### config.mk
export PLATFORM = sky130hd
export DESIGN_NAME = triangle_reg_writer
export DESIGN_NICKNAME = d
export VERILOG_FILES = /design/src/rtl/triangle_reg_writer.sv
export SDC_FILE = /design/constraint.sdc
export NUM_CORES = 1
export LEC_CHECK = 0
export ABC_CLOCK_PERIOD_IN_PS = 1800
export CAP_MARGIN = 10
export CORE_MARGIN = 2
export CORE_UTILIZATION = 40
export DETAILED_ROUTE_END_ITERATION = 10
export GPL_ROUTABILITY_DRIVEN = 0
export PLACE_DENSITY = 0.68
export SKIP_LAST_GASP = 1
export SYNTH_ARGS = -nofsm -noshare
export SYNTH_HDL_FRONTEND = slang
export SYNTH_SLANG_ARGS = --single-unit
### constraint.sdc
create_clock -name clk -period 1.8 [get_ports clk]
set_input_delay 0.18 -clock clk [delete_from_list [all_inputs] [get_ports clk]]
set_output_delay 0.18 -clock clk [all_outputs]
set_load 0.005 [all_outputs]
### src/rtl/triangle_reg_writer.sv
// Triangle channel CPU register front end: latches the three register bytes,
// emits the length-reload strobe, and runs the 4-step frame sequencer.
module triangle_reg_writer #(
  parameter int unsigned STEP_CYCLES = 7457
) (
  input  logic       clk,
  input  logic       reset,
  input  logic       wr_en,
  input  logic [1:0] wr_addr,
  input  logic [7:0] wr_data,
  input  logic       frame_restart,
  output logic [7:0] linear_reg,
  output logic [7:0] timer_lo,
  output logic [7:0] len_timer_hi,
  output logic       reload_strobe,
  output logic       quarter_frame,
  output logic       half_frame,
  output logic [1:0] frame_step
);

  localparam int unsigned DIV_W = $clog2(STEP_CYCLES);
  localparam logic [DIV_W-1:0] DIV_LAST = DIV_W'(STEP_CYCLES - 1);

  typedef enum logic [1:0] {
    ADDR_LINEAR = 2'd0,
    ADDR_UNUSED = 2'd1,
    ADDR_TIMER_LO = 2'd2,
    ADDR_LEN_HI = 2'd3
  } reg_addr_e;

  logic [7:0]       linear_q, linear_d;
  logic [7:0]       timer_lo_q, timer_lo_d;
  logic [7:0]       len_hi_q, len_hi_d;
  logic             strobe_q, strobe_d;
  logic [DIV_W-1:0] div_q, div_d;
  logic [1:0]       step_q, step_d;
  logic             qf_q, qf_d;
  logic             hf_q, hf_d;
  reg_addr_e        addr;

  assign addr = reg_addr_e'(wr_addr);

  // Register file: writes are independent of the sequencer and of restart.
  always_comb begin
    // NOTE: every next-state value gets a hold default first, so no path through
    // the case leaves a signal unassigned and no latch is inferred.
    linear_d   = linear_q;
    timer_lo_d = timer_lo_q;
    len_hi_d   = len_hi_q;
    strobe_d   = 1'b0;
    if (wr_en) begin
      unique case (addr)
        ADDR_LINEAR:   linear_d = wr_data;
        ADDR_TIMER_LO: timer_lo_d = wr_data;
        ADDR_LEN_HI: begin
          len_hi_d = wr_data;
          strobe_d = 1'b1;
        end
        ADDR_UNUSED:   ;
        default:       ;
      endcase
    end
  end

  // Frame sequencer; a restart wins over a coinciding terminal count and
  // swallows its tick.
  always_comb begin
    div_d  = div_q + DIV_W'(1);
    step_d = step_q;
    qf_d   = 1'b0;
    hf_d   = 1'b0;
    if (frame_restart) begin
      div_d  = '0;
      step_d = 2'd0;
    end else if (div_q == DIV_LAST) begin
      div_d  = '0;
      step_d = step_q + 2'd1;
      qf_d   = 1'b1;
      hf_d   = step_q[0];  // steps 1 and 3 end a half frame
    end
  end

  always_ff @(posedge clk) begin
    // NOTE: sequential state uses non-blocking assignments so every register
    // samples the pre-edge values regardless of statement order.
    if (reset) begin
      linear_q   <= '0;
      timer_lo_q <= '0;
      len_hi_q   <= '0;
      strobe_q   <= 1'b0;
      div_q      <= '0;
      step_q     <= 2'd0;
      qf_q       <= 1'b0;
      hf_q       <= 1'b0;
    end else begin
      linear_q   <= linear_d;
      timer_lo_q <= timer_lo_d;
      len_hi_q   <= len_hi_d;
      strobe_q   <= strobe_d;
      div_q      <= div_d;
      step_q     <= step_d;
      qf_q       <= qf_d;
      hf_q       <= hf_d;
    end
  end

  assign linear_reg    = linear_q;
  assign timer_lo      = timer_lo_q;
  assign len_timer_hi  = len_hi_q;
  assign reload_strobe = strobe_q;
  assign quarter_frame = qf_q;
  assign half_frame    = hf_q;
  assign frame_step    = step_q;

endmodule

# [Word level (Yosys, flattened, before mapping)]
# Cells that the tools add are included.
[word_totals] reg_bits=42 latch_bits=0 mem_bits_rw=0 rom_bits=0 output_inout_bits=29 wordCells=25 memories=0
[classes] addsub=2 multipliers=0 n_div=0 magnitude_cmp=0 eq_ne=3 n_shift=0 muxes=2 bitwise_logic=2 n_reduce_logical=8
[op_table] cell="adder 13 x 1 -> 13 bit, second input constant" n=1
[op_table] cell="equality test 13 bit, second input constant" n=1
[op_table] cell="AND reduction 2 bit" n=3
[op_table] cell="OR reduction 3 bit" n=2
[op_table] cell="equality test 2 bit, second input constant" n=2
[op_table] cell="OR reduction 2 bit" n=2
[op_table] cell="adder 2 x 1 -> 2 bit, second input constant" n=1
[op_table] cell="zero test 2 bit" n=1
[op_table] cell="2-to-1 mux 1 bit" n=2
[op_table] cell="inverter 1 bit" n=2

# [Logic depth before layout (Yosys ltp)]
[depth] ltp_word=3 depth_mapped=6 ltp_nobuf=5

# [Least setup slack after synthesis]
# Ideal clock, no wire load.
[synth_path] kind="reg-to-reg" startpoint="register div_q[9]" endpoint="register div_q[1]" setup_ps=115 arrival_time_ps=1449 required_time_ps=1685 slack_ps=236 path_stages_with_launch=4 synth_period_minus_slack_ps=1564 path_cell_list="dfxtp_1 or4_4 or3_1 and3_1"
[synth_between] elab_chain_len=2
[synth_lines] element="start, declared" line_no="35" rtl="logic [DIV_W-1:0] div_q, div_d;"
[synth_lines] element="start signal, assigned" line_no="100" rtl="div_q <= div_d;"
[synth_lines] element="equality test 13 bit" line_no="75" rtl="end else if (div_q == DIV_LAST) begin"
[synth_lines] element="OR reduction 3 bit (no source line)"
# Every way passes these cells.
# A chain may end at the register's enable or synchronous reset.

# [Worst setup path after layout]
[layout_path] startpoint="register div_q[6]" endpoint="register div_q[1]"
# Same word-level chain as after synthesis.

==> summary.md <==
| Metric | Value |
|---|---|
| Post-Synthesis Net Count | `191` |
| Synthesized area per cell | `9.47 um2` |
| Crit path launch type | `flip-flop` |
| Top Metal Used | `met4` |
| Wire length on met2 | `1560 um` |
| I/O pin total | `between 40 and 50` |
| Post-synth EDFFs | `0` |
| Register name with the most flops | `div_q` |
| Vias/cell | `5.00` |
| Top post-synthesis cells by area | `dfxtp_1 51%, mux2i_1 10%, nor2_1 5.0%` |
| Syn. warnings | `0` |
| Clock Sinks | `42` |
| Die area | `around 0.0047 mm2` |
| Slowest stage delay, CP | `approximately 0.54 ns` |
| Leak Pwr | `around 0.82 nW` |
| IO buf count | `42` |
| FFs w/ async S/R, synth | `0` |
| Share of cells above drive strength 1 | `0.105` |
| CTS Buf Count | `5` |
| H-tree Lvls | `2` |
| Cts hold-fix bufs | `0` |
| Post-CTS Resized | `0` |
| Initial antenna violation count | `0` |
| Placed Area | `0.00219 mm2` |
| Number of iterations in the first detailed-routing pass | `4` |
| GRT overflow | `0` |
| Crit path max fanout | `6` |
| Core Footprint | `between 0.004 and 0.005 mm2` |
| Min Tclk post-route | `between 1.5 and 2 ns` |
| Routed wire length | `between 3000 and 4000 um` |
| Status | `completed` |
| HP Class | `flip-flop to flip-flop` |
| Synth Register Bits | `42` |
| Detailed router's first-iteration violation count | `between 60 and 70` |
| Die width | `a little under 70 um` |
| Most numerous cell in the Yosys netlist | `dfxtp_1` |
| # fillers | `approximately 380` |
| DPL Wire Length | `approximately 2600 um` |
| Slowest-stage cell, CP | `or4_4` |
| Worst-path clk slew | `roughly 0.09 ns` |
| M1 wire length | `roughly 1700 um` |
| Crit path DAT | `around 1.8 ns` |
| Final setup viols | `0` |
| GRT Total Usage | `0.172` |
| Cells after Synth | `175` |
| Required @ worst endpoint | `~2 ns` |
| Max reg flops | `13` |
| Post-synth design cell area | `between 0.0015 and 0.002 mm2` |
| Synth unique cells | `31` |
| Metal3 WL | `between 150 and 200 um` |
| Vias in the first global route | `approximately 1.3k` |
| Largest net degree at the start of global routing | `28` |
| CP cell instances | `or4_4 -> or3_1 -> and3_1` |
| Post-synth top area share | `0.508` |
| Setup Fix Bufs, Post-CTS | `0` |
| FP Rows | `23` |
| Cell accounting for the most synthesized area | `dfxtp_1` |
| Slew HR | `0.748` |
| Max frequency | `between 600 and 700 MHz` |
| Post-synth top cells | `42 x dfxtp_1, 22 x nor2_1, 19 x nand2_1` |
| Fin nets | `around 240` |
| Multi-input combinational cell area | `769 um2` |
| Starting Density | `0.414` |
| Routed len/inst | `~13 um` |
| Sequential Area | `between 800 and 900 um2` |
| Period utilisation layout | `0.878` |
| Drt drc | `0` |
| Slew @ Worst Pin | `between 0.3 and 0.4 ns` |
| Routed Antenna Nets | `0` |
| Top_reg_cell synth | `dfxtp_1` |
| Fin Setup TNS | `0 ns` |
| Clock Skews | `between 0.008 and 0.009 ns` |
| Maxcap violations | `0` |
| Fin. max-slew vios | `0` |
| Final instance area | `approximately 0.0023 mm2` |
| Die height | `a little under 70 um` |
| Unrepaired setup endpoints after global routing | `false` |
| Pwr dens | `approximately 750 mW/mm2` |
| Final Hold Vio Count | `0` |
| Root buffer cell | `clkbuf_8` |
| CTS tree | `yes` |
| Max IR drop VDD | `around 0.00062 V` |
| Sequential area share after synthesis | `0.508` |
| Worst skew pair latency | `0.30 ns` |
| Crit path kind | `flip-flop to flip-flop` |
| Max Root-Sink Buffers | `2` |
| Crit path capture type | `flip-flop` |
| N_diodes | `0` |
| Global-route wire length before repair | `5870 um` |
| Vias post-DR | `between 1k and 1.5k` |
| Area Overhead vs Synth | `38.1%` |
-- final timing paths --
kind	cells after the start	endpoint	slack (ns)	start
worst max register to register	3	div_q[1]	0.22	div_q[6]
worst max-delay path	3	div_q[1]	0.22	div_q[6]
worst min-delay path	2	len_timer_hi[0]	0.46	len_timer_hi[0]
worst min register to register	2	len_timer_hi[0]	0.46	len_timer_hi[0]
-- placed cells by master, fill, tap and decap left out, types with 2 or more instances in the layout --
cell type,instances
or3_1,6
xnor2_1,2
ha_1,2
nor2_1,22
o21ai_0,4
a21oi_1,16
nand2_1,19
clkdlybuf4s50_1,42
or4_1,4
inv_1,5
and3_1,2
dfxtp_1,42
o31ai_1,5
buf_4,11
clkbuf_8,5
nand4_1,5
nand3_1,4
mux2i_1,17
-- routing by layer --
metal,vias to the layer above,global-route usage
li1,729,-
met1,624,0.202
met2,33,0.289
met3,8,0.0477
met4,0,0.0825
met5,-,0
-- logic make-up (layout without fill, tap and decap cells) --
kind of cell / Yosys count / after routing / share of synthesized area
xor+xnor: 3 / 3 / 0.0159
compound gates: 27 / 27 / 0.0952
flops: 42 / 42 / 0.508
buf+inv: 12 / 66 / 0.0279
fa+ha+maj: 2 / 2 / 0.0151
mux: 17 / 17 / 0.103
simple gates: 72 / 72 / 0.236
-- power breakdown --
part           internal (mW)  switching [mW]  leakage (nW)
registers              0.949          0.0116         0.340
clock network          0.280           0.339        0.0447
logic                 0.0857          0.0621         0.431
total                   1.31           0.413         0.816
-- cell type report --
cell class	instances	area share
clock buffers	5	0.0301
clock inverters	3	0.0109
inverters	5	0.00820
multi-input cells	121	0.336
flip-flops and latches	42	0.367
well taps	50	0.0273
repair buffers	53	0.220
-- critical path: cells and delay by family, from the launching register on --
family,cells,cell delay [ns]
flip-flops,1,0.35
AND/OR/NAND/NOR,3,1.14
-- stage by stage --
stage	util	power [mW]	hold slack [ns]	instances	worst slack (ns)
after global routing	0.572	1.81	0.483	279	0.0984
after global placement	0.549	1.13	0.442	271	0.229
final	0.572	1.73	0.455	279	0.220
after detailed placement	0.549	1.13	0.450	271	0.219
after CTS	0.572	1.75	0.461	279	0.212
after floorplan	-	1.04	0.254	175	0.236
(Power assumes the default switching activity.)
